### src/rtl/if_id_buffer_if.sv
// if_id_buffer_if: Fetch-side word stream and Decode-side packet stream of the IF/ID buffer
interface if_id_buffer_if;
  logic        in_valid;
  logic [15:0] in_word;
  logic [31:0] in_pc;
  logic [31:0] in_next_pc;
  logic        flush;
  logic        decode_stall;
  logic        fetch_stall;
  logic        out_valid;
  logic [15:0] out_instruction;
  logic [15:0] out_immediate;
  logic        out_has_imm;
  logic [31:0] out_pc;
  logic [31:0] out_next_pc;
  modport master (
    output in_valid, in_word, in_pc, in_next_pc, flush, decode_stall,
    input  fetch_stall, out_valid, out_instruction, out_immediate, out_has_imm, out_pc, out_next_pc
  );
  modport slave (
    input  in_valid, in_word, in_pc, in_next_pc, flush, decode_stall,
    output fetch_stall, out_valid, out_instruction, out_immediate, out_has_imm, out_pc, out_next_pc
  );
endinterface

### src/rtl/if_id_buffer.sv
// if_id_buffer: pairs long opcodes with their immediate and queues complete packets for Decode
module if_id_buffer #(
  parameter int DEPTH    = 2,
  parameter int LONG_BIT = 15
) (
  input logic          clk,
  input logic          rst,
  if_id_buffer_if.slave bus
);
  localparam int PW = $clog2(DEPTH);
  localparam logic [PW:0] FULL = (PW+1)'(DEPTH);
  typedef enum logic {OP, IMM} state_t;
  typedef struct packed {
    logic [15:0] instr;
    logic [15:0] imm;
    logic        hasImm;
    logic [31:0] pc;
    logic [31:0] nextPc;
  } packet_t;
  packet_t       mem [DEPTH];
  packet_t       pushPkt;
  packet_t       head;
  state_t        state;
  logic [PW-1:0] wrPtr;
  logic [PW-1:0] rdPtr;
  logic [PW:0]   count;
  logic [15:0]   heldWord;
  logic [31:0]   heldPc;
  logic          outValid;
  logic          fetchStall;
  logic          accept;
  logic          push;
  logic          pop;
  // Handshake decisions; a full FIFO only stalls Fetch when Decode is also stalled
  always_comb begin
    outValid   = count != '0;
    fetchStall = (count == FULL) && bus.decode_stall;
    accept     = bus.in_valid && !fetchStall && !bus.flush;
    push       = accept && (state == IMM || !bus.in_word[LONG_BIT]);
    pop        = outValid && !bus.decode_stall;
    pushPkt    = state == IMM ? {heldWord, bus.in_word, 1'b1, heldPc, bus.in_next_pc}
                              : {bus.in_word, 16'h0, 1'b0, bus.in_pc, bus.in_next_pc};
    head       = outValid ? mem[rdPtr] : '0;
  end
  assign bus.fetch_stall     = fetchStall;
  assign bus.out_valid       = outValid;
  assign bus.out_instruction = head.instr;
  assign bus.out_immediate   = head.imm;
  assign bus.out_has_imm     = head.hasImm;
  assign bus.out_pc          = head.pc;
  assign bus.out_next_pc     = head.nextPc;
  // Packet storage; stale entries are masked by outValid so no reset is needed
  always_ff @(posedge clk)
    if (push) mem[wrPtr] <= pushPkt;
  // Pointers, occupancy and the opcode/immediate assembly state
  always_ff @(posedge clk or negedge rst)
    if (!rst) begin
      wrPtr    <= '0;
      rdPtr    <= '0;
      count    <= '0;
      state    <= OP;
      heldWord <= '0;
      heldPc   <= '0;
    end else if (bus.flush) begin
      wrPtr    <= '0;
      rdPtr    <= '0;
      count    <= '0;
      state    <= OP;
      heldWord <= '0;
      heldPc   <= '0;
    end else begin
      if (push) wrPtr <= wrPtr + 1'b1;
      if (pop) rdPtr <= rdPtr + 1'b1;
      count <= count + {{PW{1'b0}}, push} - {{PW{1'b0}}, pop};
      if (accept && state == OP && bus.in_word[LONG_BIT]) begin
        state    <= IMM;
        heldWord <= bus.in_word;
        heldPc   <= bus.in_pc;
      end else if (accept) begin
        state <= OP;
      end
    end
endmodule

### src/flat_wrapper.sv
// flat-port wrapper written by rule: the top's interface ports become plain ports
module if_id_buffer_flat 
#(
  parameter int DEPTH    = 2,
  parameter int LONG_BIT = 15
)
  (clk, rst, bus_in_valid, bus_in_word, bus_in_pc, bus_in_next_pc, bus_flush, bus_decode_stall, bus_fetch_stall, bus_out_valid, bus_out_instruction, bus_out_immediate, bus_out_has_imm, bus_out_pc, bus_out_next_pc);
  if_id_buffer_if bus_i ();
  input logic clk;
  input logic rst;
  input wire logic [$bits(bus_i.in_valid)-1:0] bus_in_valid;
  input wire logic [$bits(bus_i.in_word)-1:0] bus_in_word;
  input wire logic [$bits(bus_i.in_pc)-1:0] bus_in_pc;
  input wire logic [$bits(bus_i.in_next_pc)-1:0] bus_in_next_pc;
  input wire logic [$bits(bus_i.flush)-1:0] bus_flush;
  input wire logic [$bits(bus_i.decode_stall)-1:0] bus_decode_stall;
  output wire logic [$bits(bus_i.fetch_stall)-1:0] bus_fetch_stall;
  output wire logic [$bits(bus_i.out_valid)-1:0] bus_out_valid;
  output wire logic [$bits(bus_i.out_instruction)-1:0] bus_out_instruction;
  output wire logic [$bits(bus_i.out_immediate)-1:0] bus_out_immediate;
  output wire logic [$bits(bus_i.out_has_imm)-1:0] bus_out_has_imm;
  output wire logic [$bits(bus_i.out_pc)-1:0] bus_out_pc;
  output wire logic [$bits(bus_i.out_next_pc)-1:0] bus_out_next_pc;
  assign bus_i.in_valid = bus_in_valid;
  assign bus_i.in_word = bus_in_word;
  assign bus_i.in_pc = bus_in_pc;
  assign bus_i.in_next_pc = bus_in_next_pc;
  assign bus_i.flush = bus_flush;
  assign bus_i.decode_stall = bus_decode_stall;
  assign bus_fetch_stall = bus_i.fetch_stall;
  assign bus_out_valid = bus_i.out_valid;
  assign bus_out_instruction = bus_i.out_instruction;
  assign bus_out_immediate = bus_i.out_immediate;
  assign bus_out_has_imm = bus_i.out_has_imm;
  assign bus_out_pc = bus_i.out_pc;
  assign bus_out_next_pc = bus_i.out_next_pc;
  if_id_buffer #(.DEPTH(DEPTH), .LONG_BIT(LONG_BIT)) u_core (.clk(clk), .rst(rst), .bus(bus_i));
endmodule
### config.mk
export PLATFORM = sky130hd
export DESIGN_NAME = if_id_buffer_flat
export DESIGN_NICKNAME = d
export VERILOG_FILES = /design/src/rtl/if_id_buffer_if.sv /design/src/rtl/if_id_buffer.sv /design/src/flat_wrapper.sv
export SDC_FILE = /design/constraint.sdc
export NUM_CORES = 1
export LEC_CHECK = 0
export ABC_CLOCK_PERIOD_IN_PS = 5400
export BUFFER_PORTS_ARGS = -buffer_cell sky130_fd_sc_hd__buf_2
export CAP_MARGIN = 40
export CELL_PAD_IN_SITES_DETAIL_PLACEMENT = 1
export CELL_PAD_IN_SITES_GLOBAL_PLACEMENT = 1
export CORE_MARGIN = 2
export CORE_UTILIZATION = 41
export DETAILED_ROUTE_END_ITERATION = 10
export PLACE_DENSITY = 0.72
export SYNTH_ARGS = -nofsm -noshare
export SYNTH_HDL_FRONTEND = slang
export SYNTH_SLANG_ARGS = --single-unit
export TNS_END_PERCENT = 100
### constraint.sdc
create_clock -name clk -period 5.4 [get_ports clk]
set_clock_uncertainty 0.1 [all_clocks]
set_input_delay 0.27 -clock clk [delete_from_list [all_inputs] [get_ports clk]]
set_output_delay 0.27 -clock clk [all_outputs]
set_load 0.01 [all_outputs]
==> metrics.cfg <==
[synth]
synth_area_mm2 = 0.0104
ys_ff_latch = 247
syn_area_per_cell_um2 = 14.1
synth_top_area_share_pct = 55.8
yosys-top-cells-area = edfxtp_1 56%, dfrtp_1 13%, mux2i_1 9.4%, mux2_2 5.1%, nor2_1 3.6%
ys_seq_area_share_pct = 68.5
syn_inst = 738
netlist-cell-type-count = 30
synth_nets = 825
yosys_warnings = 0
yosysTopAreaCell = edfxtp_1

[sta]
layout_worst_path_cycle_share_pct = 61.3
max_slew.worst_pin.slew_ns = 0.876
fin_ws_ns = 2.09
min_period_ns = 3.31
setup_tns_ns = 0
fmax_mhz = 302
drv_slew = 0
hold_viol_final = 0
slew_headroom_pct = 41.5
rsz0062_at_grt = false
setup_viol_count_final = 0

[global_routing]
grt-ovfl-total = 0
grt.total_usage_pct = 19.5
grt_pass1_wl_um = 40600
antenna_found_initial = 0
first_global_vias = 7226
grt_max_degree = 69

[clock_network]
clkTransAtPathRegs_ns = 0.06
worstSkewPairLatency_ns = 0.52
cts_root_buffer = clkbuf_16
cts_buffers = 27
cts_htree_levels = 1
cts_tree = done
cts_setup_buffers = 0
cts_buffer_depth = 3
cts.sinks = 247

[critical_path]
worstPathArrival_ns = 3.40
slowest_delay_ns = 0.72
critPathMaxFanout = 53
cp_slowest_cell = and2_4
path_cells = dlygate4sd3_1 -> buf_2 -> inv_2 -> nand4_1 -> inv_1 -> and2_4 -> buf_4
critPathKind = in2reg
cp.required_ns = 5.48
start_kind = primary input
cp-end-kind = register
critPathBufInv = 5
crit_family = buffers and inverters

[final_layout]
fin_nets = 1072
layout-drive-gt1-share_pct = 29.7
area_growth_pct = 29.1
antenna_cells = 0
layout_commonest_cell = edfxtp_1
final_cell_mix = 194 x edfxtp_1, 183 x buf_2, 99 x nor2_1

[detailed_routing]
drtPass1Iterations = 5
wirelength_um = 26500
vias = 6938
drcViolationCount = 0
wl_per_cell_um = 19.8
postRouteAntennaNets = 0
routed_via_density = 5.20
drtIter0Drc = 421

[job]
maxCapViolCount = 0

[placement]
dp_slack_ns = 2.12
port_buffers = 183
hpwl_um = 15200
gp_congestion = 0.724

[run_status]
status = complete, no violations

[die]
initial_core_util_pct = 41.6
fp.dieH_um = 164
die_area_mm2 = 0.0268
ios = 184
design.core.area_mm2 = 0.0251
fp.dieW_um = 164
core.rowCount = 58

[worst_hold_path]
hp-class = in2reg

[power_and_ir_drop]
finalPower_w = 0.00583
cellLeakagePower_nw = 5.40
ir_drop_mv = 0.243
pwr_density_cell_mw_per_mm2 = 432

final cells by class:
cell class              instances  area, µm²
repair buffers                277       1890
multi-input cells             424       2980
fillers                      2552      11600
clock inverters                20        307
well taps                     330        413
inverters                       8       30.0
flip-flops and latches        247       7160
clock buffers                  29        703
synth_stat cells, drive strengths merged:
cell    count
a21oi       1
and2       18
and4bb      1
buf        37
clkbuf     22
dfrtp      53
edfxtp    194
ha          2
inv         8
mux2       47
mux2i      98
nand2      52
nand2b      1
nand3      47
nand3b      1
nand4       1
nor2      101
nor2b       1
nor3        1
o211ai      1
o21ai       2
o311ai     47
or3         1
xor2        1
flip-flops by register name, indices dropped and copies added (netlist names):
register	cells
u_core.count	2
u_core.wrPtr	1
u_core.heldPc	32
u_core.mem	194
u_core.heldWord	16
u_core.rdPtr	1
u_core.state	1
timing repair:
action	4_1_cts	5_1_grt
gates resized for setup	0	0
hold endpoints to repair	195	0
hold buffers	82	0
kinds of logic after synthesis:
logic type | count (synthesis) | synth area share [%]
DFF | 247 | 68.5
and+or+nand+nor | 225 | 9.42
muxes | 145 | 14.5
buffers and inverters | 67 | 3.12
AOI/OAI and AO/OA | 51 | 4.16
adders and majority gates | 2 | 0.240
xor gates and xnor gates | 1 | 0.0839
metal layers:
metal / up-vias / part of all wire, % / track usage [%] / wire length [µm]
met3: 30 / 5.4 / 2.72 / 1430
met5: - / 0 / 0 / 0
met2: 214 / 49 / 34.0 / 13000
met1: 3448 / 44 / 26.6 / 11700
li1: 3246 / - / - / -
met4: 0 / 1.4 / 3.19 / 371
where the power goes:
part	total, W	leakage [nW]	switching (W)	internal, W
registers	0.00225	2.49	0.0000765	0.00218
clock network	0.00207	0.487	0.000753	0.00132
logic	0.00150	2.42	0.000906	0.000596
stage by stage:
stage               hold slack, ns  cell area, µm²  utilization, %  cells
floorplan                   -0.126           10400               -    738
global placement             0.358           11600            46.1   1201
detailed placement           0.360           11600            46.4   1204
CTS                         0.0760           13500            53.7   1335
global route                0.0896           13500            53.7   1335
finish                      0.0913           13500            53.7   1335
path summary, 6_finish.rpt:
path	start	to	slack (ns)	cells past startpoint
worst max register to register	u_core.state	u_core.mem[1][33]	2.42	5
worst max-delay path	bus_flush	u_core.mem[1][33]	2.09	7
max in group asynchronous	rst	u_core.rdPtr	4.33	3
min in group asynchronous	rst	u_core.heldPc[17]	0.32	3
worst min-delay path	bus_in_word[15]	u_core.mem[1][80]	0.09	2
worst min register to register	u_core.heldPc[29]	u_core.heldPc[29]	0.44	2
Note: power is estimated with default switching activity, not from simulation.
